**src/rtl/pal_pkg.sv**
```systemverilog
// Shared PAL definitions: loader FSM states and crosspoint index helpers
// used by the loader, the fabric and the bench.
package pal_pkg;

   localparam int PAL_N_INPUTS   = 4;
   localparam int PAL_N_PRODUCTS = 8;
   localparam int PAL_N_OUTPUTS  = 4;

   typedef enum logic [1:0] {
      IDLE   = 2'd0,
      LOAD   = 2'd1,
      COMMIT = 2'd2
   } pal_state_e;

   // AND-plane bit for product p, input i, polarity pol (1 = complement)
   function automatic int and_idx(input int p, input int i, input int pol);
      return p * 2 * PAL_N_INPUTS + 2 * i + pol;
   endfunction

   // OR-plane bit for output o, product p
   function automatic int or_idx(input int o, input int p);
      return o * PAL_N_PRODUCTS + p;
   endfunction

endpackage

```
**src/rtl/pal_cfg_shreg.sv**
```systemverilog
// Shadow shift register: serial in at the MSB, shifting toward bit 0,
// so the first bit received ends at q[0] after a full load.
module pal_cfg_shreg
   import pal_pkg::*;
#(
   parameter int W = 96
) (
   input  logic         clk,
   input  logic         rst_n,
   input  logic         clr,
   input  logic         shift,
   input  logic         din,
   output logic [W-1:0] q
);

   // clear wins over shift so a restart drops the same-cycle bit
   always_ff @(posedge clk) begin
      if (!rst_n)     q <= '0;
      else if (clr)   q <= '0;
      else if (shift) q <= {din, q[W-1:1]};
   end

endmodule

```
**src/rtl/pal_cfg_loader.sv**
```systemverilog
// Serial configuration loader: assembles a stream in a shadow register and
// commits it atomically to the active AND/OR plane configuration.
module pal_cfg_loader
   import pal_pkg::*;
#(
   parameter int N_INPUTS   = 4,
   parameter int N_PRODUCTS = 8,
   parameter int N_OUTPUTS  = 4,
   localparam int AND_BITS  = 2 * N_INPUTS * N_PRODUCTS,
   localparam int OR_BITS   = N_PRODUCTS * N_OUTPUTS,
   localparam int CFG_BITS  = AND_BITS + OR_BITS,
   localparam int CW        = $clog2(CFG_BITS + 1)
) (
   input  logic                clk,
   input  logic                rst_n,
   input  logic                cfg_start,
   input  logic                cfg_bit,
   input  logic                cfg_valid,
   output logic                cfg_ready,
   input  logic                cfg_abort,
   output logic                busy,
   output logic                done,
   output logic                loaded,
   output logic [CW-1:0]       bit_count,
   output logic [AND_BITS-1:0] cfg_and,
   output logic [OR_BITS-1:0]  cfg_or
);

   pal_state_e          state, state_nxt;
   logic                clr, accept, commit;
   logic [CFG_BITS-1:0] shadow;

   pal_cfg_shreg #(.W(CFG_BITS)) u_shreg (
      .clk   (clk),
      .rst_n (rst_n),
      .clr   (clr),
      .shift (accept),
      .din   (cfg_bit),
      .q     (shadow)
   );

   // state register
   always_ff @(posedge clk) begin
      if (!rst_n) state <= IDLE;
      else        state <= state_nxt;
   end

   // next state and control; abort beats start beats valid
   always_comb begin
      state_nxt = state;
      clr       = 1'b0;
      accept    = 1'b0;
      commit    = 1'b0;
      unique case (state)
         IDLE: begin
            if (cfg_start) begin
               state_nxt = LOAD;
               clr       = 1'b1;
            end
         end
         LOAD: begin
            if (cfg_abort) begin
               state_nxt = IDLE;
               clr       = 1'b1;
            end else if (cfg_start) begin
               clr = 1'b1;
            end else if (cfg_valid) begin
               accept = 1'b1;
               if (bit_count == CW'(CFG_BITS - 1)) state_nxt = COMMIT;
            end
         end
         COMMIT: begin
            commit    = 1'b1;
            state_nxt = IDLE;
         end
         default: state_nxt = IDLE;
      endcase
   end

   assign cfg_ready = (state == LOAD);
   assign busy      = (state != IDLE);
   assign done      = (state == COMMIT);

   // accepted-bit counter, saturating at a full stream
   always_ff @(posedge clk) begin
      if (!rst_n)                                        bit_count <= '0;
      else if (clr)                                      bit_count <= '0;
      else if (accept && bit_count != CW'(CFG_BITS))     bit_count <= bit_count + 1'b1;
   end

   // active config only ever changes as a whole in COMMIT
   always_ff @(posedge clk) begin
      if (!rst_n) begin
         cfg_and <= '0;
         cfg_or  <= '0;
         loaded  <= 1'b0;
      end else if (commit) begin
         {cfg_or, cfg_and} <= shadow;
         loaded            <= 1'b1;
      end
   end

endmodule

```
**config.mk**
```make
export PLATFORM = sky130hd
export DESIGN_NAME = pal_cfg_loader
export DESIGN_NICKNAME = d
export VERILOG_FILES = /design/src/rtl/pal_pkg.sv /design/src/rtl/pal_cfg_shreg.sv /design/src/rtl/pal_cfg_loader.sv
export SDC_FILE = /design/constraint.sdc
export NUM_CORES = 1
export LEC_CHECK = 0
export CORE_MARGIN = 2
export CORE_UTILIZATION = 40
export CTS_BUF_LIST = sky130_fd_sc_hd__clkbuf_8 sky130_fd_sc_hd__clkbuf_16
export CTS_CLUSTER_DIAMETER = 200
export CTS_CLUSTER_SIZE = 30
export DETAILED_ROUTE_END_ITERATION = 8
export MAX_ROUTING_LAYER = met4
export SKIP_LAST_GASP = 1
export SLEW_MARGIN = 10
export SYNTH_ARGS = -nofsm -noshare
export SYNTH_HDL_FRONTEND = slang
export SYNTH_HIERARCHICAL = 1
export SYNTH_SLANG_ARGS = --single-unit
```
**constraint.sdc**
```tcl
create_clock -name clk -period 2.11 [get_ports clk]
set_clock_uncertainty 0.05 [all_clocks]
set_input_delay 0.422 -clock clk [delete_from_list [all_inputs] [get_ports clk]]
set_output_delay 0.422 -clock clk [all_outputs]
set_load 0.02 [all_outputs]
```
# Yosys cells after proc, flatten, opt, wreduce, memory -nomap -nowiden
# Cells that the tools add are included.
# op_classes
eq_ne	8
reduce_logical	5
mux	14
n_bitwise	1
n_addsub	1
# ops
cell	n
two-way mux 2 bit	5
adder 7 x 1 -> 7 bit, second input constant	1
== test 7 bit, second input constant	1
two-way mux 1 bit	7
!= test 7 bit, second input constant	1
!= test 3 x 2 -> 1 bit, second input constant	2
case mux 2 bit (2 select lines)	1
AND reduction 4 bit	1
!= test 3 x 1 -> 1 bit, second input constant	1
== test 2 x 1 -> 1 bit, second input constant	1
== test 2 bit, second input constant	1
zero test 2 bit	1
!= test 2 bit, second input constant	1
case mux 1 bit (2 select lines)	1
nonzero test 2 bit	1
OR reduction 2 bit	1
logical AND 1 bit	1
inverter 1 bit	1
# totals
register_bits	202
in_bits	6
out_inout_bits	107

# Longest topological paths before layout
# depth
word_depth	6
mapped_depth	7
ltp_nobuf	6

# By module
# Netlist, hierarchy kept.
# modules_own_cells
mod	cells_per_inst	area_per_inst_um2	instances	seq_area_each_um2
pal_cfg_loader	478	4027.6	1	2122.0
pal_cfg_shreg	311	3443.3	1	1921.8

# Worst setup path before layout
# No wires, ideal clock.
# synth_timing
kind	register to register
startpoint	reg bit_count[0]
endpoint	reg bit_count[3]
arrival_ps	1551
required_time_ps	1989
stages_incl_launch_ff	8
period_less_slack_ps	1672
slack_ps	438
cell_sequence	dfxtp_1 > inv_1 > ha_1 > nand2_1 > o211ai_2 > buf_6 > or3_1 > a21oi_1
# synth_between
elab_chain_len	2
word_cells_on_any_way	3
cone_classes	1 x add/sub; 1 x eq/ne; 1 x reduce/logical
# synth_lines
element	line	rtl
from (decl)	pal_cfg_loader.sv:24	output logic [CW-1:0] bit_count,
from (signal assigned)	pal_cfg_loader.sv:88	else if (accept && bit_count != CW'(CFG_BITS)) bit_count <= bit_count + 1'b1;
branches (longest 2 deep; another with adder 7 x 1 -> 7 bit)	--	
# Parallel ways; which one is timed is not known.
# A chain may end at the register's enable or synchronous reset.

# Worst setup path in the final report
# layout_timing
startpoint	reg state[0]
endpoint	out busy
# layout_between
elab_chain_len	1
# layout_lines
element	line	rtl
from (decl)	pal_cfg_loader.sv:29	pal_state_e state, state_nxt;
from (signal assigned)	pal_cfg_loader.sv:45	else state <= state_nxt;
nonzero test 2 bit	pal_cfg_loader.sv:81	assign busy = (state != IDLE);
to (decl)	pal_cfg_loader.sv:21	output logic busy,
# Every way passes these cells.

==> impl_results.md <==
- Status: complete, no violations
- HP Start: rst_n
- TritonCTS clock tree: built
- Area after DPL: 0.00875 mm²
- Critical R2R Launch: state[0]
- Minimum clock period: 2.05 ns
- P_sw: 1.23 mW
- Detail Route Antenna Nets: 0
- Least-Margin Pin Slew: 0.975 ns
- Area growth, synth to finish: 21.0%
- TritonCTS Sinks: 202
- Combinational power share: 2.7%
- Max_cap viols: 0
- Fin nets: 881
- Top cells by area, synth: dfxtp_1 54%, mux2i_1 13%, nand2_1 9.8%, a21boi_0 9.5%, nor2_1 5.0%
- Hold buffers post-CTS: 0
- End of the worst register-to-register path: cfg_and[33]
- Synth top area share: 54.1%
- Pre-CTS setup slack: -0.0238 ns
- Longest Clk Path Bufs: 3
- DRT Pass-1 Iters: 5
- Via count: 5,320
- Met2 Track Usage GR: 25.8%
- Num rows: 49
- CTS H-tree depth: 1
- Final Util: 49.8%
- Residual DRC: 0
- Endpoint class of the critical path: primary output
- EDFF count, synth: 0
- Syn_area_per_cell: 9.47 µm²
- Sw frac: 20.3%
- Tcrit/Tclk final: 97.0%
- Met3 Track Usage GR: 2.55%
- Count of cell types in the netlist: 35
- Hold-critical path endpoint: loaded
- Root Buffer: clkbuf_16
- Pin count of the biggest net entering global routing: 98
- CP required: 1.64 ns
- Filler cells: 1,733
- Reg area: 0.00405 mm²
- Diode count: 0
- Ports: 113
- Final max-slew violation count: 0
- Fin. Hold Viols: 0
- Area leader, netlist: dfxtp_1
- CP Launch Type: flip-flop
- Tot Pwr: 6.06 mW
- Overall routing resource usage: 14.9%
- Reg power frac: 62.9%
- Most instantiated cells after synthesis: 202 x dfxtp_1, 196 x nand2_1, 100 x nor2_1
- Final setup margin: 0.0626 ns
- Initial antenna violation count: 0
- Primary FF master, synth: dfxtp_1
- Crit Path Max Fanout: 5
- Count leader, synth: dfxtp_1
- Cell count after synthesis: 789
- Kind of critical path: flip-flop to primary output
- Drt initial violations: 207
- Pint: 4.83 mW
- Chip Width: 141 µm
- Drt via density: 4.83
- FMAX: 488 MHz
- Post-DP HPWL: 9550 µm
- Clock share of power: 34.4%
- Pwr/cell area: 670 mW/mm²
- Total Wirelength: 14,500 µm
- Sequential share of the synthesized area: 54.1%
- VDD IR max: 0.399 mV
- R2R setup slack: 0.24 ns
- Core ar.: 0.0181 mm²
- GRT busiest layer: met2
- Fraction of registers with async set/reset: 0%
- Layout cell share with drive strength beyond 1: 4.12%
- Die ar.: 0.0198 mm²
- Design area: 0.00904 mm²
- Post-synthesis register bit count: 202
- Final setup TNS: 0 ns
- HP Class: input port to flip-flop
- Multi-input gate area: 0.00309 mm²
- Ys Warns: 6
- Setup-failing EPs final: 0
- WHS Path Cells: 2
- Fin Hold WS: 0.216 ns
- Clk_lat worst skew: 0.45 ns
- Die Y: 141 µm
- GPL Wtd Cong: 0.770
- CTS Buf Count: 10
- Crit path DAT: 1.58 ns
- Remaining Overflow, GRT: 0
- RSZ-0062 raised after global routing: no
- Worst reg2reg path depth: 4
- Slew HR: 35.0%
- Dpl cells: 1,090
- LEAKAGE: 2.84 nW
- Starting Density: 41.2%
- Number of global-route vias before repair: 5,194
- Detailed-route wire length per cell: 13.2 µm
- First-pass GRT wire length: 24,400 µm
- GRT met1 Usage: 18.5%
- Post-Synthesis Net Count: 797
- Reg clk slew, reported paths: 0.10 ns
- Mapped Area: 0.00747 mm²
- PortBufs: 112
- Fin cells: 1,102
==> critical path, cell delays in order (launching register included) <==
cell and delay, ns:
dfxtp_1 0.41, nor2_1 0.08, inv_1 0.05, clkdlybuf4s50_1 0.59
==> layout by cell type (no fill, tap or decap), types with 2 or more instances in the layout <==
cell | netlist | routed
and3_1 | 2 | 2
nand3_1 | 4 | 4
o21ai_1 | 3 | 3
inv_1 | 4 | 4
nand2b_4 | 0 | 2
mux2i_1 | 97 | 97
nor2_1 | 100 | 100
buf_4 | 6 | 8
a21boi_0 | 95 | 95
nor2b_1 | 2 | 2
nand2_1 | 196 | 196
buf_12 | 0 | 7
dlygate4sd2_1 | 0 | 2
clkbuf_16 | 0 | 11
clkdlybuf4s50_1 | 0 | 109
a21boi_1 | 2 | 2
or3_1 | 3 | 3
ha_1 | 2 | 2
o21a_1 | 2 | 2
or4_1 | 2 | 2
a21oi_1 | 4 | 4
o211ai_1 | 2 | 2
dfxtp_1 | 202 | 201
==> routing by layer <==
layer  vias up  share of wire [%]
met5         -                  0
met4         0                1.1
met3        10                4.0
met2        98                 48
met1      2484                 47
li1       2728                  -
==> area by class of cell <==
type / instances / share of cell area (%)
inverters: 5 / 0.221
well taps: 229 / 3.17
clock inverters: 1 / 0.0969
clock buffers: 11 / 3.04
repair buffers: 127 / 14.5
flip-flops and latches: 202 / 44.8
multi-input cells: 527 / 34.2
==> cell families after synthesis <==
family	Yosys count	share of synthesized area (%)
buf+inv	60	4.77
simple gates	317	16.8
xor+xnor	1	0.117
compound gates	110	10.9
fa+ha+maj	2	0.335
mux	97	13.0
flops	202	54.1
==> power by group through the flow <==
| stage | sequential [mW] | clock [mW] | combinational (mW) |
|---|---|---|---|
| final | 3.81 | 2.08 | 0.165 |
| after global routing | 3.82 | 2.31 | 0.179 |
| after CTS | 3.81 | 2.18 | 0.168 |
| after detailed placement | 3.90 | 0 | 0.169 |
| after global placement | 3.90 | 0 | 0.166 |
| after floorplan | 3.90 | 0 | 0.124 |
==> flip-flops by register name (all words and copies together), names as in the netlist <==
name,flops
u_shreg/q,96
cfg_and,64
cfg_or,32
bit_count,7
state,2
loaded,1
==> repair_timing <==
action / 4_1_cts / 5_1_grt
setup endpoints to repair: 3 / 1
buffers inserted: 0 / 0
gates resized for setup: 3 / 1
==> worst max path at each step <==
stage / from / endpoint / slack [ns] / cells past startpoint
after global placement: cfg_abort / bit_count[5] / 0.04 / 6
final: state[0] / busy / 0.06 / 3
after floorplan: bit_count[0] / bit_count[3] / 0.44 / 7
after CTS: state[1] / busy / 0.005 / 3
after detailed placement: cfg_abort / bit_count[3] / -0.02 / 6
after global routing: state[0] / busy / 0.002 / 3
(Power assumes the default switching activity.)
